$ cat src/rtl/alu_writeback_buffer_pkg.sv
// alu_writeback_buffer_pkg: shared widths, entry layout and occupancy helper for the writeback buffer.
package alu_writeback_buffer_pkg;
  localparam int DATA_WIDTH = 32;
  localparam int REG_AW = 5;
  localparam int WB_DEPTH = 4;
  localparam int WB_PTR_W = $clog2(WB_DEPTH);
  localparam int CNT_W = WB_PTR_W + 1;
  typedef struct packed {
    logic [REG_AW-1:0]     rd;
    logic [DATA_WIDTH-1:0] data;
  } entry_t;
  typedef enum logic [1:0] {OCC_EMPTY, OCC_PARTIAL, OCC_FULL} occ_t;
  function automatic occ_t occ_of(input logic [CNT_W-1:0] cnt);
    return cnt == '0 ? OCC_EMPTY : cnt == CNT_W'(WB_DEPTH) ? OCC_FULL : OCC_PARTIAL;
  endfunction
endpackage

$ cat src/rtl/alu_writeback_buffer_if.sv
// alu_writeback_buffer_if: EX result handshake, register-file write port and optional forward lookup.
// The fwd_* signals exist only when WB_FORWARD_EN is defined.
interface alu_writeback_buffer_if;
  import alu_writeback_buffer_pkg::*;
  logic                  ex_valid;
  logic                  ex_ready;
  logic [REG_AW-1:0]     ex_rd;
  logic [DATA_WIDTH-1:0] ex_data;
  logic                  rf_we;
  logic [REG_AW-1:0]     rf_waddr;
  logic [DATA_WIDTH-1:0] rf_wdata;
  logic                  rf_stall;
  logic [CNT_W-1:0]      wb_count;
  logic                  wb_empty;
`ifdef WB_FORWARD_EN
  logic [REG_AW-1:0]     fwd_raddr;
  logic                  fwd_hit;
  logic [DATA_WIDTH-1:0] fwd_data;
  modport master (
    output ex_valid, ex_rd, ex_data, rf_stall, fwd_raddr,
    input  ex_ready, rf_we, rf_waddr, rf_wdata, wb_count, wb_empty, fwd_hit, fwd_data
  );
  modport slave (
    input  ex_valid, ex_rd, ex_data, rf_stall, fwd_raddr,
    output ex_ready, rf_we, rf_waddr, rf_wdata, wb_count, wb_empty, fwd_hit, fwd_data
  );
`else
  modport master (
    output ex_valid, ex_rd, ex_data, rf_stall,
    input  ex_ready, rf_we, rf_waddr, rf_wdata, wb_count, wb_empty
  );
  modport slave (
    input  ex_valid, ex_rd, ex_data, rf_stall,
    output ex_ready, rf_we, rf_waddr, rf_wdata, wb_count, wb_empty
  );
`endif
endinterface

$ cat src/rtl/alu_writeback_buffer_wb_entry_ram.sv
// alu_writeback_buffer_wb_entry_ram: DEPTH x {rd,data} storage, one sync write, one async read.
// With WB_FORWARD_EN the whole array is also exposed for the forward compare.
module alu_writeback_buffer_wb_entry_ram
  import alu_writeback_buffer_pkg::*;
(
  input  logic                clk,
  input  logic                we_i,
  input  logic [WB_PTR_W-1:0] waddr_i,
  input  entry_t              wentry_i,
  input  logic [WB_PTR_W-1:0] raddr_i,
`ifdef WB_FORWARD_EN
  output entry_t [WB_DEPTH-1:0] all_o,
`endif
  output entry_t              rentry_o
);
  entry_t [WB_DEPTH-1:0] mem_q;
  always_ff @(posedge clk)
    if (we_i) mem_q[waddr_i] <= wentry_i;
  assign rentry_o = mem_q[raddr_i];
`ifdef WB_FORWARD_EN
  assign all_o = mem_q;
`endif
endmodule

$ cat src/rtl/alu_writeback_buffer.sv
// alu_writeback_buffer: in-order FIFO between EX results and the register-file write port.
// Define WB_FORWARD_EN to add a youngest-match forward lookup over buffered entries.
module alu_writeback_buffer
  import alu_writeback_buffer_pkg::*;
(
  input logic clk,
  input logic reset,
  alu_writeback_buffer_if.slave wb
);
  logic [WB_PTR_W-1:0] wr_ptr_q, wr_ptr_d, rd_ptr_q, rd_ptr_d;
  logic [CNT_W-1:0]    cnt_q, cnt_d;
  occ_t                occ;
  logic                push, store, pop;
  entry_t              head;
  assign occ         = occ_of(cnt_q);
  assign wb.ex_ready = reset && occ != OCC_FULL;
  assign push        = wb.ex_valid && wb.ex_ready;
  // x0 writes complete the handshake but are never buffered
  assign store       = push && wb.ex_rd != '0;
  assign wb.rf_we    = reset && occ != OCC_EMPTY;
  assign pop         = wb.rf_we && !wb.rf_stall;
  assign wb.rf_waddr = reset ? head.rd : '0;
  assign wb.rf_wdata = reset ? head.data : '0;
  assign wb.wb_count = cnt_q;
  assign wb.wb_empty = cnt_q == '0;
  always_comb begin
    wr_ptr_d = store ? wr_ptr_q + 1'b1 : wr_ptr_q;
    rd_ptr_d = pop ? rd_ptr_q + 1'b1 : rd_ptr_q;
    cnt_d    = cnt_q + CNT_W'(store) - CNT_W'(pop);
  end
  always_ff @(posedge clk) begin
    if (!reset) begin
      wr_ptr_q <= '0;
      rd_ptr_q <= '0;
      cnt_q    <= '0;
    end else begin
      wr_ptr_q <= wr_ptr_d;
      rd_ptr_q <= rd_ptr_d;
      cnt_q    <= cnt_d;
    end
  end
`ifdef WB_FORWARD_EN
  entry_t [WB_DEPTH-1:0] ents;
  logic [WB_DEPTH-1:0]   vld_q, vld_d;
  logic                  hit;
  logic [DATA_WIDTH-1:0] hit_data;
  always_comb begin
    vld_d = vld_q;
    if (pop) vld_d[rd_ptr_q] = 1'b0;
    if (store) vld_d[wr_ptr_q] = 1'b1;
  end
  always_ff @(posedge clk) begin
    if (!reset) vld_q <= '0;
    else vld_q <= vld_d;
  end
  // scan oldest to youngest so the youngest match overwrites earlier ones
  always_comb begin
    hit      = 1'b0;
    hit_data = '0;
    for (int i = 0; i < WB_DEPTH; i++) begin
      if (vld_q[rd_ptr_q + WB_PTR_W'(i)] && wb.fwd_raddr != '0 &&
          ents[rd_ptr_q + WB_PTR_W'(i)].rd == wb.fwd_raddr) begin
        hit      = 1'b1;
        hit_data = ents[rd_ptr_q + WB_PTR_W'(i)].data;
      end
    end
  end
  assign wb.fwd_hit  = reset && hit;
  assign wb.fwd_data = reset ? hit_data : '0;
`endif
  alu_writeback_buffer_wb_entry_ram u_wb_entry_ram (
    .clk      (clk),
    .we_i     (store),
    .waddr_i  (wr_ptr_q),
    .wentry_i ('{rd: wb.ex_rd, data: wb.ex_data}),
    .raddr_i  (rd_ptr_q),
`ifdef WB_FORWARD_EN
    .all_o    (ents),
`endif
    .rentry_o (head)
  );
  a_no_overflow: assert property (@(posedge clk) disable iff (!reset) cnt_q <= CNT_W'(WB_DEPTH));
  a_no_underflow: assert property (@(posedge clk) disable iff (!reset) !(pop && cnt_q == '0));
endmodule

$ cat src/flat_wrapper.sv
// flat-port wrapper written by rule: the top's interface ports become plain ports
module alu_writeback_buffer_flat import alu_writeback_buffer_pkg::*;
  (clk, reset, wb_ex_valid, wb_ex_rd, wb_ex_data, wb_rf_stall, wb_ex_ready, wb_rf_we, wb_rf_waddr, wb_rf_wdata, wb_wb_count, wb_wb_empty);
  alu_writeback_buffer_if wb_i ();
  input logic clk;
  input logic reset;
  input wire logic [$bits(wb_i.ex_valid)-1:0] wb_ex_valid;
  input wire logic [$bits(wb_i.ex_rd)-1:0] wb_ex_rd;
  input wire logic [$bits(wb_i.ex_data)-1:0] wb_ex_data;
  input wire logic [$bits(wb_i.rf_stall)-1:0] wb_rf_stall;
  output wire logic [$bits(wb_i.ex_ready)-1:0] wb_ex_ready;
  output wire logic [$bits(wb_i.rf_we)-1:0] wb_rf_we;
  output wire logic [$bits(wb_i.rf_waddr)-1:0] wb_rf_waddr;
  output wire logic [$bits(wb_i.rf_wdata)-1:0] wb_rf_wdata;
  output wire logic [$bits(wb_i.wb_count)-1:0] wb_wb_count;
  output wire logic [$bits(wb_i.wb_empty)-1:0] wb_wb_empty;
  assign wb_i.ex_valid = wb_ex_valid;
  assign wb_i.ex_rd = wb_ex_rd;
  assign wb_i.ex_data = wb_ex_data;
  assign wb_i.rf_stall = wb_rf_stall;
  assign wb_ex_ready = wb_i.ex_ready;
  assign wb_rf_we = wb_i.rf_we;
  assign wb_rf_waddr = wb_i.rf_waddr;
  assign wb_rf_wdata = wb_i.rf_wdata;
  assign wb_wb_count = wb_i.wb_count;
  assign wb_wb_empty = wb_i.wb_empty;
  alu_writeback_buffer u_core (.clk(clk), .reset(reset), .wb(wb_i));
endmodule
$ cat config.mk
export PLATFORM = sky130hd
export DESIGN_NAME = alu_writeback_buffer_flat
export DESIGN_NICKNAME = d
export VERILOG_FILES = /design/src/rtl/alu_writeback_buffer_pkg.sv /design/src/rtl/alu_writeback_buffer_if.sv /design/src/rtl/alu_writeback_buffer_wb_entry_ram.sv /design/src/rtl/alu_writeback_buffer.sv /design/src/flat_wrapper.sv
export SDC_FILE = /design/constraint.sdc
export NUM_CORES = 1
export LEC_CHECK = 0
export BUFFER_PORTS_ARGS = -buffer_cell sky130_fd_sc_hd__buf_2
export CAP_MARGIN = 20
export CORE_UTILIZATION = 40
export DETAILED_ROUTE_END_ITERATION = 10
export PLACE_DENSITY_LB_ADDON = 0.1
export SLEW_MARGIN = 40
export SYNTH_ARGS = -nofsm -noshare
export SYNTH_HDL_FRONTEND = slang
export SYNTH_SLANG_ARGS = --single-unit
$ cat constraint.sdc
create_clock -name clk -period 2.2 [get_ports clk]
set_input_delay 0.33 -clock clk [delete_from_list [all_inputs] [get_ports clk]]
set_output_delay 0.33 -clock clk [all_outputs]
set_load 0.02 [all_outputs]
## After elaboration in Yosys (flattened, before gate mapping)

Cells that the tools add are included.

- Output and inout port bits: 43
- RAM bits: 0
- Input port bits: 41
- Memory bits (read-only): 0
- Flip-flop bits (word level): 155
- Memories: 0
- Bits in latches: 0

- Mux-type cells: 9
- Shift operators: 0
- Bitwise logic cells: 0
- Divide/modulo/power cells: 0
- Eq/ne operators: 2
- Reductions and logical operators: 10
- Multiply operators: 0
- Magnitude comparators: 3
- Add/subtract/negate cells: 4

Operators with widths:

| cell | count |
|---|---|
| $bwmux W148 | 1 |
| $bmux W37 S2 | 1 |
| $demux W37 S2 | 1 |
| $mux W37 | 2 |
| $mux W32 | 1 |
| $logic_and A1 B1 Y1 | 6 |
| $lt A2 B3 Y1 const B | 2 |
| $mux W5 | 1 |
| $reduce_bool A5 Y1 | 1 |
| $add A2 B1 Y2 const B | 2 |
| $mux W2 | 2 |
| $add A3 B1 Y3 | 1 |
| $eq A3 B3 Y1 const B | 1 |
| $logic_not A3 Y1 | 1 |
| $sub A3 B1 Y3 | 1 |
| $ge A2 B1 Y1 const B | 1 |
| $ne A2 B2 Y1 const B | 1 |
| $reduce_bool A2 Y1 | 1 |
| $logic_not A1 Y1 | 1 |

## Depth between registers and ports, before layout

- Depth in word-level cells: 9
- Gate-level depth with buffers: 9
- Mapped depth without buffers: 9

## Hierarchy

A second synthesis with hierarchy kept.

- Cells, all modules: 283
- Area, all modules: 6077.1 µm²

By module, submodules not included:

| module | times used | cells an instance | sequential area each (µm²) | area an instance (µm²) |
|---|---|---|---|---|
| alu_writeback_buffer_wb_entry_ram | 1 | 197 | 4444.3 | 5426.5 |
| alu_writeback_buffer | 1 | 86 | 140.1 | 650.6 |

## Worst setup path after synthesis

No wires, ideal clock.

- Kind: flip-flop to flip-flop
- Start point: reg u_core.cnt_q[1] (netlist: u_core.wb.wb_count[1])
- End point: reg u_core.cnt_q[2] (netlist: u_core.wb.wb_count[2])
- Required time: 2.083 ns
- Data arrival time: 2.428 ns
- Slack: -0.345 ns
- Setup time: 0.117 ns
- Cell stages (with the launch flop): 10
- Path through: dfxtp_1 nor3_1 nor3_1 ha_1 inv_1 ha_1 fa_1 xnor2_1 xnor2_1 nor2_1

- Elaborated cells between the ends (all ways): 13

RTL lines:

| element | RTL line | RTL |
|---|---|---|
| from (decl) | alu_writeback_buffer.sv:11 | `logic [CNT_W-1:0] cnt_q, cnt_d;` |
| from (signal assigned) | alu_writeback_buffer.sv:39 | `cnt_q <= cnt_d;` |
| $logic_not A3 Y1 | - |  |
| via wb_wb_empty | flat_wrapper.sv:16 | `output wire logic [$bits(wb_i.wb_empty)-1:0] wb_wb_empty;` |
| $mux W2 | alu_writeback_buffer_pkg.sv:14 | `return cnt == '0 ? OCC_EMPTY : cnt == CNT_W'(WB_DEPTH) ? OCC_FULL : OCC_PARTIAL;` |
| $reduce_bool A2 Y1 | alu_writeback_buffer.sv:20 | `assign wb.rf_we = reset && occ != OCC_EMPTY;` |
| $logic_and A1 B1 Y1 | alu_writeback_buffer.sv:20 |  |
| $logic_and A1 B1 Y1 | alu_writeback_buffer.sv:21 | `assign pop = wb.rf_we && !wb.rf_stall;` |
| via u_core.pop | alu_writeback_buffer.sv:13 | `logic push, store, pop;` |
| $sub A3 B1 Y3 | alu_writeback_buffer.sv:29 | `cnt_d = cnt_q + CNT_W'(store) - CNT_W'(pop);` |

The timed path passes the listed nets, and every way through them passes these cells.
A chain may end at the register's enable or synchronous reset.

## Worst setup path after layout

- Start point: reg u_core.rd_ptr_q[0]
- End point: out wb_rf_wdata[17]

- Longest elaborated chain between the ends: 3

Ends and longest elaborated chain:

| element | RTL line | RTL |
|---|---|---|
| from (decl) | alu_writeback_buffer.sv:10 | `logic [WB_PTR_W-1:0] wr_ptr_q, wr_ptr_d, rd_ptr_q, rd_ptr_d;` |
| from (signal assigned) | alu_writeback_buffer.sv:38 | `rd_ptr_q <= rd_ptr_d;` |
| $bmux W37 S2 | alu_writeback_buffer_wb_entry_ram.sv:19 | `assign rentry_o = mem_q[raddr_i];` |
| $mux W37 (implied by the code) | alu_writeback_buffer_wb_entry_ram.sv:19 |  |
| $mux W32 | alu_writeback_buffer.sv:23 | `assign wb.rf_wdata = reset ? head.data : '0;` |
| to (decl) | flat_wrapper.sv:14 | `output wire logic [$bits(wb_i.rf_wdata)-1:0] wb_rf_wdata;` |

No other way between the ends. The select of a mux whose other input is x is not followed.

==> results.md <==
- Post-route setup slack: -0.01876 ns
- Register bit count reported by yosys: between 150 and 200
- Inst Count DP: around 560
- Finished Cell Area: about 7800 µm²
- Worst-path clk slew: around 0.06 ns
- Worst min-delay path class: in2reg
- H-tree depth: 4
- Critical-path top delay cell: mux4_2
- DP Wirelength: about 7 mm
- Die span in y: about 120 µm
- Worst-margin pin slew: 0.4638 ns
- Clock Path Buffers: 2
- Hold_ws: about 0.12 ns
- RePlAce Congestion: 0.6958
- Placed Area: just under 7000 µm²
- CP startpoint kind: register
- Post-Syn Area: ~6000 µm²
- Cell Pwr Density: between 1000 and 1500 nW/µm²
- Ratio of cells with drive above 1 in the final layout: roughly 49%
- Die area: approximately 16000 µm²
- Slowest stage delay, CP: 0.48 ns
- Io pins: 84
- Die Span X: around 120 µm
- Status: complete, but fails checks
- WP depth: 4
- Vias in the first global route: between 3000 and 4000
- Pint: approximately 6.5 mW
- Max-cap violation count: 0
- Commonest cells after routing, fill and taps aside: 148 x edfxtp_1, 60 x buf_2, 37 x mux4_2, 21 x and2_4
- Initial DRT Pass Iterations: 5
- Row count: 44
- Most common cell after layout, fill and taps aside: edfxtp_1
- Yosys warnings: 0
- CP required: 1.87 ns
- Post-Syn Area per Cell: ~21 µm²
- Max-slew violations: 0
- Hold path depth: 1
- Core area: 14590 µm²
- Fmax: approximately 0.45 GHz
- Leakage: around 2.8 nW
- Nets: 447
- Final period util: 100.9%
- CP arrival: 1.89 ns
- Initial DRC count: roughly 150
- First-pass GRT wire length: about 18 mm
- PortBufs: 83
- Combinational Power Share: 25.1%
- Number of inserted diodes: 0
- Finished Layout Cells: roughly 600
- Gr usage total: 16.07%
- Clock Power Share: 34.0%
- Average wire per standard cell: around 19 µm
- RSZ-0062 raised after global routing: yes
- Failing checks: setup timing
- Num CTS Buffers: 17
- Syn_nets: 330
- Drt via density: 5.049
- Final hold vios: 0
- Crit path buf inv count: 2
- Crit Path Class: reg2out
- Min cycle time layout: approximately 2.2 ns
- Starting Density: between 40% and 50%
- Post-synth cell types: 21
- Dpl ws: -0.1024 ns
- Total number of vias: 3009
- Crit path max-delay family: multiplexers
- Tot Pwr: 8.618 mW
- Crit. End Element: primary output
- Worst-Skew Late Latency: about 0.42 ns
- Clock sink count: 155
- Net Sw Frac: between 20% and 30%
- DRC Markers: 0
- Sequential fraction of the synthesis area: between 70% and 80%
- Final-report setup violation count: 10
- Flop pwr share: 41.0%
- Slew HR: just under 70%
- CTS tree: done
- Area Overhead vs Synth: 29.11%
- Worst vdd ir: around 0.00063 V
- Drt total wl: between 10 and 15 mm
- Sw power: between 2 and 2.5 mW
- Crit-path max FO: 5
- Worst Reg-to-Reg Cells: 9
- Gr ovfl total: 0
- Initial antenna violation count: 0
- CTS root buffer: clkbuf_16
- Antenna-violating nets left: 0
- Number of cells produced by synthesis: 282
- Clk_skew: approximately 0.01 ns
- Largest net degree at the start of global routing: 42
- Cells along the critical path: bufbuf_16 -> mux4_2 -> and2_1 -> buf_2
-- area by class of cell --
cell class              instances  area [µm²]
multi-input cells             106        1383
well taps                     184       230.2
repair buffers                111       939.7
clock buffers                  22       444.2
flip-flops and latches        155        4589
fillers                      1181        6825
inverters                       8       30.03
clock inverters                10       147.6
-- registers in the layout, indices dropped and copies added, names as in the netlist --
signal / cells
u_core.wb.wb_count: 3
u_core.u_wb_entry_ram.mem_q: 148
u_core.rd_ptr_q: 2
u_core.wr_ptr_q: 2
-- power groups by stage --
stage          logic (mW)  registers [mW]  clock network, mW
2_1_floorplan        1.17            3.58                  0
3_3_place_gp         1.74            3.61                  0
3_5_place_dp         1.75            3.62                  0
4_1_cts              2.21            3.53               2.99
5_1_grt              2.33            3.55               3.10
6_report             2.16            3.53               2.93
-- routing by layer --
layer | up-vias | routed length [µm] | track usage [%]
li1 | 1359 | - | -
met1 | 1554 | 4894 | 19.44
met2 | 79 | 5867 | 26.68
met3 | 17 | 606 | 5.069
met4 | 0 | 195 | 6.520
met5 | - | 0 | 0
-- worst register-to-register path, stage by stage, from the launching register on --
cell and delay (ns):
dfxtp_1 0.35, nor3_2 0.21, nor3_1 0.07, ha_1 0.27, inv_1 0.04, ha_1 0.18, fa_1 0.39, xnor2_1 0.18
xnor2_1 0.13, nor2_1 0.05
-- through the flow --
step | setup TNS [ns] | util [%]
after floorplan | -16.70 | -
after CTS | -0.8125 | 53.05
after detailed placement | -0.1024 | 47.01
after global placement | -0.07994 | 47.01
final | -0.1027 | 53.22
after global routing | -1.840 | 53.22
-- Yosys cell counts --
cell type	n	share of area, %
edfxtp_1	148	74
and2_1	39	4.1
mux4_2	37	14
inv_1	8	0.50
dfxtp_1	7	2.3
ha_1	6	1.2
buf_2	5	0.42
clkbuf_1	5	0.31
nor2_1	5	0.31
and2_2	4	0.50
xnor2_1	4	0.58
buf_6	2	0.37
mux2i_1	2	0.33
nand2_1	2	0.12
nor3_1	2	0.17
a31oi_1	1	0.10
buf_4	1	0.12
fa_1	1	0.33
nor3b_1	1	0.12
o211a_1	1	0.17
or4_1	1	0.12
-- cell families after synthesis --
family / count (synthesis) / synth area share, %
xor gates and xnor gates: 4 / 0.5825
AOI/OAI and AO/OA: 2 / 0.2706
and+or+nand+nor: 54 / 5.410
muxes: 39 / 14.19
buffers and inverters: 21 / 1.727
adders and majority gates: 7 / 1.581
DFF: 155 / 76.24
-- repair_timing --
action	4_1_cts	5_1_grt
cloned	3	0
endpoints found under the setup margin	31	37
buffers inserted	6	0
hold buffers	0	0
resized for setup	50	18
endpoints found under the hold margin	0	0
-- path summary, 6_finish.rpt --
path	start	to	slack (ns)
max reg2reg	u_core.wb.wb_count[1]	u_core.wb.wb_count[2]	0.23
min	wb_ex_data[15]	u_core.u_wb_entry_ram.mem_q[89]	0.12
min reg2reg	u_core.wr_ptr_q[1]	u_core.wr_ptr_q[1]	0.50
max	u_core.rd_ptr_q[0]	wb_rf_wdata[17]	-0.02
Note: power is estimated with default switching activity, not from simulation.
